**src/rtl/game_state_pkg.sv**
```systemverilog
// Shared board geometry and lock-controller types.
//   BOARD_WIDTH / BOARD_HEIGHT : board size, shared with the landing checker
//   lock_state_t               : lock-controller FSM states
//   game_state_t               : fixed board, screen[x][y], y = 0 is the bottom row
//   fixed_game_state_heights_t : per-column stack heights used by the checker
package game_state_pkg;

  localparam int BOARD_WIDTH  = 10;
  localparam int BOARD_HEIGHT = 20;

  typedef enum logic [2:0] {
    LS_SPAWN = 3'd0,
    LS_FALL  = 3'd1,
    LS_MERGE = 3'd2,
    LS_CLEAR = 3'd3,
    LS_DEAD  = 3'd4
  } lock_state_t;

  typedef struct packed {
    logic [BOARD_WIDTH-1:0][BOARD_HEIGHT-1:0] screen;
  } game_state_t;

  typedef struct packed {
    logic [BOARD_WIDTH-1:0][4:0] heights;
  } fixed_game_state_heights_t;

endpackage

```
**src/rtl/tetris_pkg.sv**
```systemverilog
// Active-piece description shared by the piece mover, landing checker and
// lock controller.
//   piece[row][col] : 4x4 occupancy, row 0 is the top of the piece
//   x               : board column of piece column 0
//   y               : board row of piece row 0, counted from the top
package tetris_pkg;

  typedef struct packed {
    logic [3:0][3:0] piece;
    logic [4:0]      x;
    logic [4:0]      y;
  } active_piece_grid_t;

endpackage

```
**src/rtl/piece_merge.sv**
```systemverilog
// Combinational merge of the active piece into the fixed board.
//   board           : current fixed board
//   piece_grid      : active piece and its position
//   merged          : board with every in-range piece cell ORed in
//   any_cell_at_top : piece sits at y == 0 with at least one cell set
module piece_merge
  import game_state_pkg::*;
  import tetris_pkg::*;
(
  input  game_state_t        board,
  input  active_piece_grid_t piece_grid,
  output game_state_t        merged,
  output logic               any_cell_at_top
);

  localparam int XW = $clog2(BOARD_WIDTH);
  localparam int YW = $clog2(BOARD_HEIGHT);

  logic [5:0] col;
  logic [5:0] row;

  // Positions are widened to 6 bits so x+c / y+r never wrap before the
  // range check; out-of-board cells are simply dropped.
  always_comb begin
    merged = board;
    col    = '0;
    row    = '0;
    for (int r = 0; r < 4; r++) begin
      for (int c = 0; c < 4; c++) begin
        col = 6'(piece_grid.x) + 6'(c);
        row = 6'(piece_grid.y) + 6'(r);
        if (piece_grid.piece[r][c] && (col < 6'(BOARD_WIDTH)) && (row < 6'(BOARD_HEIGHT)))
          merged.screen[col[XW-1:0]][YW'(6'(BOARD_HEIGHT - 1) - row)] = 1'b1;
      end
    end
  end

  assign any_cell_at_top = (piece_grid.y == '0) && (|piece_grid.piece);

endmodule

```
**src/rtl/piece_lock_controller.sv**
```systemverilog
// Piece lock controller: on each gravity tick decides between dropping the
// active piece one row and locking it; on lock merges the piece into the
// fixed board, clears full rows one per cycle and requests a new piece.
// Optional macro PIECE_LOCK_HARD_DROP_EN adds the hard_drop input.
//   GAME_clk / GAME_reset_n   : clock, asynchronous active-low reset
//   gravity_tick              : one-cycle gravity pulse (acted on in FALL only)
//   no_piece                  : no active piece exists
//   active_piece_grid         : active piece and position
//   active_piece_toutching    : landing-checker verdict
//   hard_drop (optional)      : hard-drop request pulse
//   piece_drop                : one-cycle pulse, move piece down one row
//   spawn_req                 : level request for a new piece
//   GAME_fixed_state          : registered fixed board
//   lines_cleared             : saturating count of cleared rows
//   busy                      : registered, high in MERGE/CLEAR/SPAWN
//   game_over                 : sticky until reset
module piece_lock_controller
  import game_state_pkg::*;
  import tetris_pkg::*;
#(
  parameter int unsigned LOCK_TICKS = 2,
  parameter int unsigned LINES_W    = 16
) (
  input  logic               GAME_clk,
  input  logic               GAME_reset_n,
  input  logic               gravity_tick,
  input  logic               no_piece,
  input  active_piece_grid_t active_piece_grid,
  input  logic               active_piece_toutching,
`ifdef PIECE_LOCK_HARD_DROP_EN
  input  logic               hard_drop,
`endif
  output logic               piece_drop,
  output logic               spawn_req,
  output game_state_t        GAME_fixed_state,
  output logic [LINES_W-1:0] lines_cleared,
  output logic               busy,
  output logic               game_over
);

  localparam int            YW         = $clog2(BOARD_HEIGHT);
  localparam logic [YW-1:0] TOP_ROW    = YW'(BOARD_HEIGHT - 1);
  localparam logic [3:0]    LOCK_LIMIT = 4'(LOCK_TICKS);

  lock_state_t        state, state_nxt;
  logic [3:0]         lock_cnt, lock_cnt_nxt, lock_cnt_inc;
  logic [YW-1:0]      ptr, ptr_nxt;
  game_state_t        board_nxt, merged, shifted;
  logic               any_cell_at_top, row_full;
  logic               drop_nxt, busy_nxt, over_nxt;
  logic [LINES_W-1:0] lines_nxt;
`ifdef PIECE_LOCK_HARD_DROP_EN
  logic               hd_flag, hd_flag_nxt, hd_phase, hd_phase_nxt;
`endif

  function automatic logic [LINES_W-1:0] sat_inc(input logic [LINES_W-1:0] v);
    return (&v) ? v : v + LINES_W'(1);
  endfunction

  piece_merge u_merge (
    .board          (GAME_fixed_state),
    .piece_grid     (active_piece_grid),
    .merged         (merged),
    .any_cell_at_top(any_cell_at_top)
  );

  assign lock_cnt_inc = lock_cnt + 4'd1;
  assign spawn_req    = (state == LS_SPAWN);

  // Row-full detect at ptr and the collapse of everything above it.
  always_comb begin
    row_full = 1'b1;
    shifted  = GAME_fixed_state;
    for (int c = 0; c < BOARD_WIDTH; c++) begin
      row_full = row_full & GAME_fixed_state.screen[c][ptr];
      for (int r = 0; r < BOARD_HEIGHT - 1; r++)
        if (YW'(r) >= ptr) shifted.screen[c][r] = GAME_fixed_state.screen[c][r+1];
      shifted.screen[c][BOARD_HEIGHT-1] = 1'b0;
    end
  end

  always_comb begin
    state_nxt    = state;
    lock_cnt_nxt = lock_cnt;
    ptr_nxt      = ptr;
    board_nxt    = GAME_fixed_state;
    lines_nxt    = lines_cleared;
    over_nxt     = game_over;
    drop_nxt     = 1'b0;
`ifdef PIECE_LOCK_HARD_DROP_EN
    hd_flag_nxt  = hd_flag;
    hd_phase_nxt = 1'b0;
`endif
    case (state)
      LS_SPAWN: begin
        lock_cnt_nxt = '0;
`ifdef PIECE_LOCK_HARD_DROP_EN
        hd_flag_nxt  = 1'b0;
`endif
        if (!no_piece) state_nxt = LS_FALL;
      end
      LS_FALL: begin
`ifdef PIECE_LOCK_HARD_DROP_EN
        hd_flag_nxt = hd_flag | hard_drop;
        // Hard drop: drop on alternate cycles so the landing checker sees
        // each new position before the next move; first touch locks.
        if (hd_flag) begin
          if (active_piece_toutching) begin
            state_nxt = LS_MERGE;
          end else begin
            drop_nxt     = ~hd_phase;
            hd_phase_nxt = ~hd_phase;
          end
        end else
`endif
        if (gravity_tick) begin
          if (no_piece) begin
            state_nxt = LS_SPAWN;
          end else if (!active_piece_toutching) begin
            drop_nxt     = 1'b1;
            lock_cnt_nxt = '0;
          end else if (lock_cnt_inc == LOCK_LIMIT) begin
            state_nxt    = LS_MERGE;
            lock_cnt_nxt = '0;
          end else begin
            lock_cnt_nxt = lock_cnt_inc;
          end
        end
      end
      LS_MERGE: begin
        board_nxt = merged;
        ptr_nxt   = '0;
`ifdef PIECE_LOCK_HARD_DROP_EN
        hd_flag_nxt = 1'b0;
`endif
        if (any_cell_at_top) begin
          over_nxt  = 1'b1;
          state_nxt = LS_DEAD;
        end else begin
          state_nxt = LS_CLEAR;
        end
      end
      LS_CLEAR: begin
        // ptr stays put after a clear: the row shifted into it may be full too.
        if (row_full) begin
          board_nxt = shifted;
          lines_nxt = sat_inc(lines_cleared);
        end else if (ptr == TOP_ROW) begin
          state_nxt = LS_SPAWN;
        end else begin
          ptr_nxt = ptr + YW'(1);
        end
      end
      LS_DEAD: begin
      end
      default: state_nxt = LS_SPAWN;
    endcase
    busy_nxt = (state_nxt == LS_MERGE) || (state_nxt == LS_CLEAR) || (state_nxt == LS_SPAWN);
  end

  always_ff @(posedge GAME_clk or negedge GAME_reset_n) begin
    if (!GAME_reset_n) begin
      state            <= LS_SPAWN;
      lock_cnt         <= '0;
      ptr              <= '0;
      GAME_fixed_state <= '0;
      lines_cleared    <= '0;
      piece_drop       <= 1'b0;
      busy             <= 1'b0;
      game_over        <= 1'b0;
`ifdef PIECE_LOCK_HARD_DROP_EN
      hd_flag          <= 1'b0;
      hd_phase         <= 1'b0;
`endif
    end else begin
      state            <= state_nxt;
      lock_cnt         <= lock_cnt_nxt;
      ptr              <= ptr_nxt;
      GAME_fixed_state <= board_nxt;
      lines_cleared    <= lines_nxt;
      piece_drop       <= drop_nxt;
      busy             <= busy_nxt;
      game_over        <= over_nxt;
`ifdef PIECE_LOCK_HARD_DROP_EN
      hd_flag          <= hd_flag_nxt;
      hd_phase         <= hd_phase_nxt;
`endif
    end
  end

endmodule

```
**config.mk**
```make
export PLATFORM = sky130hd
export DESIGN_NAME = piece_lock_controller
export DESIGN_NICKNAME = d
export VERILOG_FILES = /design/src/rtl/game_state_pkg.sv /design/src/rtl/tetris_pkg.sv /design/src/rtl/piece_merge.sv /design/src/rtl/piece_lock_controller.sv
export SDC_FILE = /design/constraint.sdc
export NUM_CORES = 2
export LEC_CHECK = 0
export ABC_AREA = 1
export CAP_MARGIN = 20
export CORE_MARGIN = 10
export CORE_UTILIZATION = 23
export CTS_CLUSTER_SIZE = 28
export DETAILED_ROUTE_END_ITERATION = 7
export MAX_ROUTING_LAYER = met4
export PLACE_DENSITY = 0.47
export SKIP_CTS_REPAIR_TIMING = 1
export SYNTH_ARGS = -nofsm -noshare
export SYNTH_HDL_FRONTEND = slang
export SYNTH_SLANG_ARGS = --single-unit
```
**constraint.sdc**
```tcl
create_clock -name GAME_clk -period 2.8 [get_ports GAME_clk]
set_clock_uncertainty 0.1 [all_clocks]
set_input_delay 0.7 -clock GAME_clk [delete_from_list [all_inputs] [get_ports GAME_clk]]
set_output_delay 0.7 -clock GAME_clk [all_outputs]
set_load 0.005 [all_outputs]
```
; ---- After elaboration in Yosys (flattened, before gate mapping)
; Index checks and enable logic that the tools add are counted.
[word_totals]
inputBits = 31
memories = 0
regBits = 231
latch_bits = 0
rom_bits = 0
mem_bits_rw = 0
[op_classes]
bitwise_logic = 26
n_lt_le_gt_ge = 44
n_addsub = 13
muxes = 289
n_eq_ne = 32
div = 0
n_reduce_logical = 74
mul = 0
shift = 0
[op_table]
columns = operator, n
row1 = 200-bit two-way mux, 17
row2 = 200-bit OR, 16
row3 = 20-bit demux with 4-bit select, 16
row4 = 200-bit one-hot mux with 2 select lines, 1
row5 = 20-bit two-way mux, 16
row6 = 1-bit two-way mux, 208
row7 = 3-bit AND reduction, 22
row8 = 1-bit binary-select mux with 5-bit select, 10
row9 = 2-bit != test (second input constant), 24
row10 = 1-bit logical AND, 41
row11 = 4-bit by 5-bit >= comparator with 1-bit output (first input constant), 8
row12 = 5-bit by 6-bit < comparator with 1-bit output (second input constant), 5
row13 = 5-bit by 2-bit adder with 6-bit output (second input constant), 4
row14 = 3-bit two-way mux, 8
row15 = 1-bit demux with 5-bit select, 4
row16 = 3-bit by 5-bit >= comparator with 1-bit output (first input constant), 4
row17 = 5-bit by 1-bit >= comparator with 1-bit output (second input constant), 4
row18 = 4-bit by 5-bit < comparator with 1-bit output (second input constant), 4
row19 = 5-bit subtractor (first input constant), 4
row20 = 6-bit by 4-bit < comparator with 1-bit output (second input constant), 3
row21 = 6-bit by 5-bit < comparator with 1-bit output (second input constant), 3
row22 = 16-bit by 1-bit adder with 16-bit output (second input constant), 1
row23 = 4-bit by 1-bit >= comparator with 1-bit output (second input constant), 4
row24 = 4-bit two-way mux, 4
row25 = 26 further kinds, 47

; ---- Longest topological paths before layout
[logic_depth]
word_depth = 40
mapped_depth = 23

; ---- By module
; Synthesis repeated with hierarchy kept, for this count alone.
[unflattened]
hier_cells = 5571
hier_area_um2 = 28651.2
[modules_own_cells]
columns = module, cells_per_inst, seq_area_each_um2, n_inst, area_each_um2
row1 = piece_merge, 3392, 0.0, 1, 14507.7
row2 = piece_lock_controller, 2179, 5780.5, 1, 14143.6

; ---- Worst setup path before layout
; Ideal clock, no wire load.
[synth_timing]
path_type = in2reg
from = in active_piece_grid[1] in the netlist's numbering
to = reg GAME_fixed_state[26] in the netlist's numbering
setup_slack_ns = -0.445
required_time_ns = 2.583
n_path_buf = 2
cell_stages = 23
arrival_ns = 3.029
setup_ns = 0.117
cell_sequence = buf_4 inv_4 nand2_2 inv_1 nor2_1 nor2_2 inv_2 ha_1 inv_1 nand3_2 nand2_2 nor2_2 buf_2 nand2_1 nand2_1 nor2_1 inv_1 nand2_1 nand2_1 nor2_1 nor2_1 nand2_1 nand2_1
[synth_via]
elab_chain_len = 40
word_cells_on_any_way = 112
cone_classes = add/sub: 7 / order compare: 12 / mux: 57 / bitwise: 16 / reduce/logical: 20
[synth_lines]
columns = item, line
row1 = from (decl), piece_lock_controller.sv:28  ; input active_piece_grid_t active_piece_grid,
row2 = 5-bit subtractor, piece_merge.sv:33  ; merged.screen[col[XW-1:0]][YW'(6'(BOARD_HEIGHT - 1) - row)] = 1'b1;
row3 = 5-bit by 6-bit < comparator with 1-bit output (not written as such) or 5-bit by 1-bit >= comparator with 1-bit output (tied branches), piece_merge.sv:33
row4 = 1-bit logical AND (not written as such), piece_merge.sv:33
row5 = 1-bit two-way mux (not written as such), piece_merge.sv:33
row6 = 1-bit demux with 5-bit select, n/a
row7 = 20-bit two-way mux (not written as such), piece_merge.sv:33
row8 = 20-bit demux with 4-bit select, n/a
row9 = 200-bit OR (no line), n/a
row10 = [... 24 more ...], n/a
row11 = 200-bit two-way mux, piece_merge.sv:32  ; if (piece_grid.piece[r][c] && (col < 6'(BOARD_WIDTH)) && (row < 6'(BOARD_HEIGHT)))
row12 = 200-bit OR (no line), n/a
row13 = 200-bit two-way mux, piece_merge.sv:32
row14 = 200-bit OR (no line), n/a
row15 = 200-bit two-way mux, piece_merge.sv:32
row16 = 200-bit OR (no line), n/a
row17 = 200-bit two-way mux *, piece_merge.sv:32
row18 = 200-bit one-hot mux with 2 select lines *, piece_lock_controller.sv:94  ; case (state)
row19 = to (signal assigned), piece_lock_controller.sv:179  ; GAME_fixed_state <= board_nxt;
row20 = to (decl), piece_lock_controller.sv:35  ; output game_state_t GAME_fixed_state,
; Every way passes the cells marked *; elsewhere a longest branch is shown, timed or not.
; A chain may end at the register's enable or synchronous reset.

; ---- Final worst setup path
[layout_timing]
from = reg ptr[0]
to = reg GAME_fixed_state[143] in the netlist's numbering
[layout_via]
elab_chain_len = 13
word_cells_on_any_way = 33
cone_classes = order compare: 1 / eq/ne: 2 / mux: 20 / bitwise: 9 / reduce/logical: 1
[layout_lines]
columns = item, line
row1 = from (decl), piece_lock_controller.sv:47  ; logic [YW-1:0] ptr, ptr_nxt;
row2 = from (signal assigned), piece_lock_controller.sv:178  ; ptr <= ptr_nxt;
row3 = 1-bit binary-select mux with 5-bit select, piece_lock_controller.sv:75  ; row_full = row_full & GAME_fixed_state.screen[c][ptr];
row4 = 1-bit two-way mux (not written as such), piece_lock_controller.sv:75
row5 = 1-bit bitwise AND (9 in a row), piece_lock_controller.sv:75
row6 = 2-bit != test (no line), n/a
row7 = 3-bit AND reduction (no line) *, n/a
; Every way passes the cells marked *; elsewhere a longest branch is shown, timed or not. The select of a mux whose other input is x is not followed.

==> metrics.cfg <==
[power]
p_leak_nw=24.7
power_density_mw_per_mm2=871
ir_drop_mv=0.914

[cts]
clk_latency_ns=0.65
h-tree-depth=1
cts_tree=yes
cts_buffer_depth=3
cts.sinks=231
path_clk_slew_ns=0.06
cts_buffers=31
cts_root_buf=clkbuf_16

[routing]
drt_iter0_markers=6000
routedWlPerCell_um=35.4
drc_errors=0
avgViaCountPerCell=5.39
firstDrtPassIters=7
vias=44900
wirelength_um=295000
ant_nets=0

[worst_hold_path]
hold_path_depth=2
whs_endpoint=game_over$_DFFE_PN0P_
holdCritStartpoint=game_over$_DFFE_PN0P_
worst_hold_path_type=reg -> reg

[logic_synthesis]
yosysWarnings=0
postSynthAreaPerCell_um2=5.28
yosysSeqAreaShare_pct=21.5
synthesis.nets=5135
synth_cells=5082
ys_ff_latch=231
synth_edf_count=0
synth_cell_types=53
synthArstFlopShare_pct=100
syn-cell-area_mm2=0.0268
synthFlopType=dfrtp_1

[placement]
dp_hpwl_um=245000
gp_congestion=1.16
port-buffer-count=250
dp_worst_setup_slack_ns=-1.96

[setup_path]
r2r_start=ptr[0]$_DFFE_PN0P_
ff2ff_path_depth=17
crit_slowest_cell=o211ai_1
critPathMaxStageDelay_ns=0.54
cp_data_required_time_ns=3.23
start_kind=flip-flop
worstPathArrival_ns=3.84
timing.rr.end=GAME_fixed_state[143]$_DFFE_PN0P_
worstPathMaxFanout=8
endpoint_kind=flip-flop
critical_path_class=reg -> reg
cp_cell_sequence=buf_16, clkinv_16, clkbuf_16, o211ai_1, nand4_1, nand3_2, buf_12, nand2_2, nand2_2, nand2_2, nand3_4, buf_12, buf_16, a21oi_4, buf_12, nand2_1, o21ai_1
reg2reg_slack_ns=-0.61

[die]
start_util_pct=23.1
dieArea_mm2=0.131
die_w_um=362
num_rows=125
die_h_um=362
io_pins=251
coreArea_mm2=0.116

[final_layout]
multi_input_area_mm2=0.0199
fin_util_pct=41.3
syn_to_final_growth_pct=78.6
drive_above_1_share_pct=30.9
mostFrequentLayoutCell=nand2_1
final_cell_mix=nand2_1 (2051), buf_4 (1340), nor2_1 (700)
register_area_mm2=0.00579
nets=6813
n_fill_cell=12800

[sta]
rsz0062_at_grt=true
clock.fmax_mhz=293
slew_viol_final=0
timing.final.ws_setup_ns=-0.610
period_share_pct=122
hold_viol=0
finalSetupViolCount=223
post-route-min-period_ns=3.41
worstMarginPinSlew_ns=0.624
max_slew_margin_pct=58.2
tns_ns=-107.67

[grt]
grt_remaining_overflow=0
grt_pass1_wl_um=380000
grt_max_degree=81
grt_pass1_vias=42300
antenna_found_initial=30
grt_use_total_pct=43.7

[run_status]
violations=negative setup slack
status=finished with violations

[job]
cap_viol_max_count=0

==> worst max-delay path by stage <==
stage	from	end	cells after the start
2_1_floorplan	active_piece_grid[1]	GAME_fixed_state[6]$_DFFE_PN0P_	23
3_3_place_gp	active_piece_grid[1]	GAME_fixed_state[176]$_DFFE_PN0P_	22
3_5_place_dp	active_piece_grid[1]	GAME_fixed_state[176]$_DFFE_PN0P_	22
4_1_cts	active_piece_grid[1]	GAME_fixed_state[176]$_DFFE_PN0P_	22
5_1_grt	ptr[0]$_DFFE_PN0P_	GAME_fixed_state[14]$_DFFE_PN0P_	20
6_report	ptr[0]$_DFFE_PN0P_	GAME_fixed_state[143]$_DFFE_PN0P_	17
==> registers in the layout (all words and copies together), names as in the netlist <==
register and cells:
lock_cnt 4, piece_drop 1, GAME_fixed_state 200, lines_cleared 16, state 3, ptr 5, game_over 1, busy 1
==> per-layer routing <==
metal	wire length (um)	share of wire (%)	track usage (%)
met1	116000	39	53.3
met5	0	0	-
met3	29100	9.8	9.64
met2	122000	41	63.5
met4	28400	9.6	30.7
==> per-stage QoR <==
| step | cells | total power, mW | cell area (um2) | hold WS, ns |
|---|---|---|---|---|
| finish | 8331 | 41.7 | 47900 | 0.367 |
| global route | 8329 | 43.7 | 47900 | 0.406 |
| CTS | 8241 | 38.9 | 45700 | -0.0951 |
| detailed placement | 8184 | 34.5 | 44600 | 0.364 |
| global placement | 8184 | 34.4 | 44600 | 0.356 |
| floorplan | 5082 | 18.3 | 27400 | 0.304 |
==> area by class of cell <==
cell class / count / area share, %
Multi-Input combinational cell: 4228 / 41.6
Timing Repair Buffer: 1850 / 36.6
Sequential cell: 231 / 12.1
Tap cell: 1524 / 3.98
Inverter: 418 / 3.47
Clock buffer: 43 / 1.82
Clock inverter: 14 / 0.384
Antenna cell: 23 / 0.120
==> logic make-up (layout without fill, tap and decap cells) <==
logic type      Yosys count  in the layout  share of synthesized area [%]
fa+ha+maj                22             22                           1.03
compound gates          478            478                           9.98
xor+xnor                 22             22                          0.718
buf+inv                 623           2325                           9.90
simple gates           3706           3706                           56.8
other cells               0             23                              0
flops                   231            231                           21.5
==> synth_stat cells (23+ instances only) <==
cell	number	area share, %
o21ai_0	177	3.3
a21oi_1	165	3.1
nand2_1	2148	30
nand4_1	73	1.7
dfrtp_1	231	22
nor3_1	32	0.60
o21ai_1	55	1.0
clkbuf_1	87	1.2
nand2_2	23	0.54
o211ai_1	23	0.64
or2_2	40	0.93
buf_2	75	1.4
nand3_1	541	10
inv_1	389	5.4
nor2_1	780	11
==> critical path, delay by kind of cell (launching register included) <==
kind | cells | cell delay (ns)
compound gates | 3 | 0.68
buf+inv | 7 | 1.24
flops | 1 | 0.45
simple gates | 7 | 0.77
==> where the power goes <==
part | internal (mW) | switching, mW | total (mW) | leakage [nW]
registers | 4.93 | 1.08 | 6.01 | 2.89
logic | 12.6 | 18.9 | 31.4 | 21.3
clock network | 2.52 | 1.76 | 4.28 | 0.520
total | 20.0 | 21.7 | 41.7 | 24.7
Note: power is estimated with default switching activity, not from simulation.
